$ cat src/rtl/fetch_queue.sv
// Instruction fetch front end: owns the PC, issues imem requests, buffers {instr, pc}; empty-to-out latency 2 cycles.
// stall_id holds the head and stops requests once full; redirect flushes everything. FETCH_PERF_EN adds pop/flush counters.
module fetch_queue #(
    parameter int unsigned DEPTH    = 4,
    parameter logic [31:0] RESET_PC = 32'd0
) (
    input  logic                     clk,
    input  logic                     rst,
    input  logic                     fetch_en,
    output logic                     imem_req,
    output logic [31:0]              imem_addr,
    input  logic [31:0]              imem_rdata,
    input  logic                     redirect,
    input  logic [31:0]              redirect_pc,
    input  logic                     stall_id,
    output logic                     out_valid,
    output logic [31:0]              out_instr,
    output logic [31:0]              out_pc,
    output logic [$clog2(DEPTH):0]   occupancy,
    output logic [31:0]              perf_fetched,
    output logic [31:0]              perf_flushed
);

    localparam int AW = $clog2(DEPTH);
    localparam int CW = AW + 2;

    logic [AW-1:0] head_q, head_d;
    logic [AW-1:0] tail_q, tail_d;
    logic [AW:0]   count_q, count_d;
    logic          inflight_q, inflight_d;
    logic [31:0]   pc_q, pc_d;
    logic [31:0]   req_pc_q, req_pc_d;
    logic [31:0]   instr_q [DEPTH];
    logic [31:0]   pcs_q   [DEPTH];

    logic          pop;
    logic          push;
    logic [CW-1:0] demand;

    assign out_valid = (count_q != '0) && !redirect;
    assign out_instr = out_valid ? instr_q[head_q] : 32'd0;
    assign out_pc    = out_valid ? pcs_q[head_q]   : 32'd0;
    assign pop       = out_valid && !stall_id;
    assign push      = inflight_q && !redirect;
    assign occupancy = count_q;
    assign imem_addr = pc_q;

    // Slots already promised (held + in flight), less the one leaving this cycle.
    assign demand   = CW'(count_q) + CW'(inflight_q) - CW'(pop);
    assign imem_req = fetch_en && !redirect && !rst && (demand < CW'(DEPTH));

    always_comb begin
        head_d     = head_q;
        tail_d     = tail_q;
        count_d    = count_q;
        pc_d       = pc_q;
        req_pc_d   = req_pc_q;
        inflight_d = imem_req;

        if (imem_req) begin
            req_pc_d = pc_q;
            pc_d     = pc_q + 32'd1;
        end
        if (pop) begin
            head_d = head_q + AW'(1);
        end
        if (push) begin
            tail_d = tail_q + AW'(1);
        end
        case ({push, pop})
            2'b10:   count_d = count_q + (AW+1)'(1);
            2'b01:   count_d = count_q - (AW+1)'(1);
            default: count_d = count_q;
        endcase

        if (redirect) begin
            head_d     = '0;
            tail_d     = '0;
            count_d    = '0;
            inflight_d = 1'b0;
            pc_d       = redirect_pc;
        end
    end

    always_ff @(posedge clk) begin
        if (rst) begin
            head_q     <= '0;
            tail_q     <= '0;
            count_q    <= '0;
            inflight_q <= 1'b0;
            pc_q       <= RESET_PC;
            req_pc_q   <= 32'd0;
        end else begin
            head_q     <= head_d;
            tail_q     <= tail_d;
            count_q    <= count_d;
            inflight_q <= inflight_d;
            pc_q       <= pc_d;
            req_pc_q   <= req_pc_d;
        end
    end

    // Payload storage needs no reset; count_q alone defines which slots are live.
    always_ff @(posedge clk) begin
        if (push && !rst) begin
            instr_q[tail_q] <= imem_rdata;
            pcs_q[tail_q]   <= req_pc_q;
        end
    end

    ovf_chk: assert property (@(posedge clk) disable iff (rst)
        !(push && !pop && (count_q == (AW+1)'(DEPTH))));

`ifdef FETCH_PERF_EN
    logic [31:0] perf_fetched_q;
    logic [31:0] perf_flushed_q;

    always_ff @(posedge clk) begin
        if (rst) begin
            perf_fetched_q <= 32'd0;
            perf_flushed_q <= 32'd0;
        end else begin
            if (pop) begin
                perf_fetched_q <= perf_fetched_q + 32'd1;
            end
            if (redirect) begin
                perf_flushed_q <= perf_flushed_q + 32'(count_q) + 32'(inflight_q);
            end
        end
    end

    assign perf_fetched = perf_fetched_q;
    assign perf_flushed = perf_flushed_q;
`else
    assign perf_fetched = 32'd0;
    assign perf_flushed = 32'd0;
`endif

endmodule

$ cat config.mk
export PLATFORM = sky130hd
export DESIGN_NAME = fetch_queue
export DESIGN_NICKNAME = d
export VERILOG_FILES = /design/src/rtl/fetch_queue.sv
export SDC_FILE = /design/constraint.sdc
export NUM_CORES = 1
export LEC_CHECK = 0
export ABC_AREA = 1
export CORE_MARGIN = 2
export CORE_UTILIZATION = 23
export CTS_BUF_LIST = sky130_fd_sc_hd__clkbuf_8 sky130_fd_sc_hd__clkbuf_16
export DETAILED_ROUTE_END_ITERATION = 16
export HOLD_SLACK_MARGIN = 0.1
export PLACE_DENSITY = 0.48
export SETUP_SLACK_MARGIN = 0.2
export SYNTH_ARGS = -nofsm -noshare
export SYNTH_HDL_FRONTEND = slang
export SYNTH_SLANG_ARGS = --single-unit
$ cat constraint.sdc
create_clock -name clk -period 6.9 [get_ports clk]
set_input_delay 0.69 -clock clk [delete_from_list [all_inputs] [get_ports clk]]
set_output_delay 0.69 -clock clk [all_outputs]
set_load 0.01 [all_outputs]
==> summary.md <==
| Metric | Value |
|---|---|
| Hold-fix buffers, CTS | 0 |
| Total grt overflow | 0 |
| Period utilization | 0.6983 |
| Vias in the first global route | 10,120 |
| Syn_area_per_cell | 9.855 sq um |
| GPL Wtd Cong | 0.8723 |
| Clk root buf | clkbuf_16 |
| Most common library cells after synthesis | nor2_1, edfxtp_1, nand2_1 |
| Slew Viols, Final | 0 |
| Yosys top cell by area | edfxtp_1 |
| Layout Skew | 0.01398 ns |
| CP max FO | 76 |
| Starting density of the core | 0.2334 |
| Seq/Total Area, Yosys | 0.6342 |
| Hold_ws | 0.4665 ns |
| MaxCap Viol Count | 0 |
| Clock share of power | 0.445 |
| Crit path kind | register to output pin |
| DR vias | 10,390 |
| P_int | 3.388 mW |
| Area grow syn2layout | 24.41% |
| Fillers | 6,439 |
| Synth Register Bits | 330 |
| Hold Path Class | register to register |
| # port buffers | 169 |
| # diodes | 0 |
| Net Sw Frac | 0.2225 |
| Post-synthesis instance area | 0.01446 sq mm |
| Relative slew slack | 0.3480 |
| Adder-cell area share of the yosys netlist | 0.009174 |
| Dominant cell by count in the synthesized netlist | nor2_1 |
| Comb pwr share | 0.048 |
| Share of cells above drive strength 1 | 0.05718 |
| Worst-path clk slew | 0.06 ns |
| Synthesis Warnings | 0 |
| PwrDens | 242.3 mW/mm^2 |
| Least-Margin Pin Slew | 0.9756 ns |
| Initial antenna violation count | 0 |
| Outcome | complete, no violations |
| Synth Area in Compound Gates | 0.1096 |
| Post-CTS Setup Inserts | 0 |
| Die area | 0.06488 sq mm |
| CTS tree | yes |
| WL final | 40,760 um |
| Post-DP HPWL | 25,810 um |
| Area of the multi-input gates | 0.004454 sq mm |
| Worst VDD drop | 0.0001507 V |
| Post-synthesis simple-gate area fraction | 0.1697 |
| Post-DR vias/cell | 4.189 |
| Register share of total power | 0.506 |
| CTS Buf Count | 39 |
| WL per Instance | 16.43 um |
| Maximum clock frequency | 207.5 MHz |
| I/O pin total | 234 |
| Mux cell area share after synthesis | 0 |
| GRT Total Usage | 0.1239 |
| Largest net degree at the start of global routing | 77 |
| CP arrival | 4.13 ns |
| Final Hold Viols | 0 |
| Max H-tree Level | 2 |
| Sink Count | 330 |
| Crit. End Element | output pin |
| Switch Pwr | 0.9697 mW |
| Synth Area in XOR/XNOR | 0 |
| First-pass GRT wire length | 61,270 um |
| Crit start category | register |
| CTS max path bufs | 3 |
| CORE AREA | 0.06194 sq mm |
| Largest family of logic cells by synthesized area | simple AND/OR/NAND/NOR gates |
| Total Power | 4.358 mW |
| Mapped Cells | 1,467 |
| Top cell type's share of synthesized area | 0.5317 |
| Crit path required time | 6.21 ns |
| Storage element area | 0.009174 sq mm |
| Routed Antenna Nets | 0 |
| Die W | 254.7 um |
| Unique cell type count in the Yosys netlist | 34 |
| Fin Setup TNS | 0 ns |
| Post-CTS Resized | 0 |
| Site Rows | 91 |
| Post-route DRC | 0 |
| Async S/R FF share, synth | 0 |
| Tmin final | 4.818 ns |
| RSZ-0062 raised after global routing | no |
| Ys flop type | edfxtp_1 |
| EDFF count, synth | 256 |
| Leak | 6.357 nW |
| Final setup vio count | 0 |
| Area contributors post-synth | edfxtp_1, dfxtp_1, nor2_1 |
| Clk Latency, worst-skew pair | 0.55 ns |
| Drt first pass iters | 7 |
| Detailed Route Iter0 Violations | 665 |
| Nets | 1,695 |
| DIE HEIGHT | 254.7 um |
## placed cells by master, fill, tap and decap left out, drive strengths merged
cell	instances
nand2	203
clkdlybuf4s50	169
ha	9
bufinv	1
nand4	2
a22oi	6
dfxtp	74
o21ba	2
inv	82
fa	1
o31ai	1
o21ai	168
a21oi	119
buf	15
conb	64
o21a	1
edfxtp	256
a21boi	3
clkinv	12
clkinvlp	2
o21bai	5
nand3	63
clkbuf	43
a211oi	1
nor2	339
nor3	3
## worst max-delay path, cell delays in order (launching register included)
cell             delay, ns
dfxtp_4               0.95
clkinv_2              0.91
buf_4                 0.64
o21ai_0               0.33
a21oi_1               0.11
clkdlybuf4s50_1       0.53
## layer usage
| metal | track usage | part of all wire | vias up |
|---|---|---|---|
| li1 | - | - | 5140 |
| met1 | 0.1695 | 0.47 | 4931 |
| met2 | 0.1960 | 0.46 | 268 |
| met3 | 0.02929 | 0.056 | 53 |
| met4 | 0.03225 | 0.018 | 0 |
| met5 | 0 | 0 | - |
## state kept, by name, summed over array words and instances, names as in the netlist, named ones only
signal and cells:
req_pc_q 32, imem_addr 32, inflight_q 1, tail_q 2, instr_q 128, pcs_q 128
head_q 2, occupancy 3
## final timing paths
path,from,endpoint,slack (ns),cells past startpoint
max,register,out_instr[8],2.08,5
min,head_q[1]$_SDFFE_PP0P_,register,0.47,2
max reg2reg,occupancy[0]$_SDFFE_PP0P_,imem_addr[13]$_SDFFE_PP0P_,3.48,15
min reg2reg,head_q[1]$_SDFFE_PP0P_,register,0.47,2
## power groups by stage
| stage | registers [mW] | logic [mW] | clock network [mW] |
|---|---|---|---|
| floorplan | 2.23 | 0.133 | 0 |
| global placement | 2.25 | 0.208 | 0 |
| detailed placement | 2.25 | 0.210 | 0 |
| CTS | 2.21 | 0.212 | 2.01 |
| global route | 2.21 | 0.234 | 2.08 |
| finish | 2.21 | 0.210 | 1.94 |
## layout make-up
class / instances / share of cell area
repair buffers: 184 / 0.1017
flip-flops and latches: 330 / 0.5100
clock buffers: 43 / 0.05857
well taps: 837 / 0.05822
inverters: 71 / 0.01502
clock inverters: 26 / 0.008834
multi-input cells: 990 / 0.2476
## metrics by stage
stage	worst slack [ns]	instances	utilization	area [sq um]
after floorplan	2.554	1530	-	14690
after global placement	2.130	2412	0.2708	16770
after detailed placement	2.102	2412	0.2708	16770
after CTS	1.900	2481	0.2904	17990
after global routing	1.676	2481	0.2904	17990
final	2.082	2481	0.2904	17990
## kinds of logic after synthesis
family | after synthesis
AND/OR/NAND/NOR | 610
adder cells (fa/ha/maj) | 10
AO/OA/AOI/OAI | 306
other | 1
flip-flops | 330
buffers and inverters | 210
Note: power is estimated with default switching activity, not from simulation.
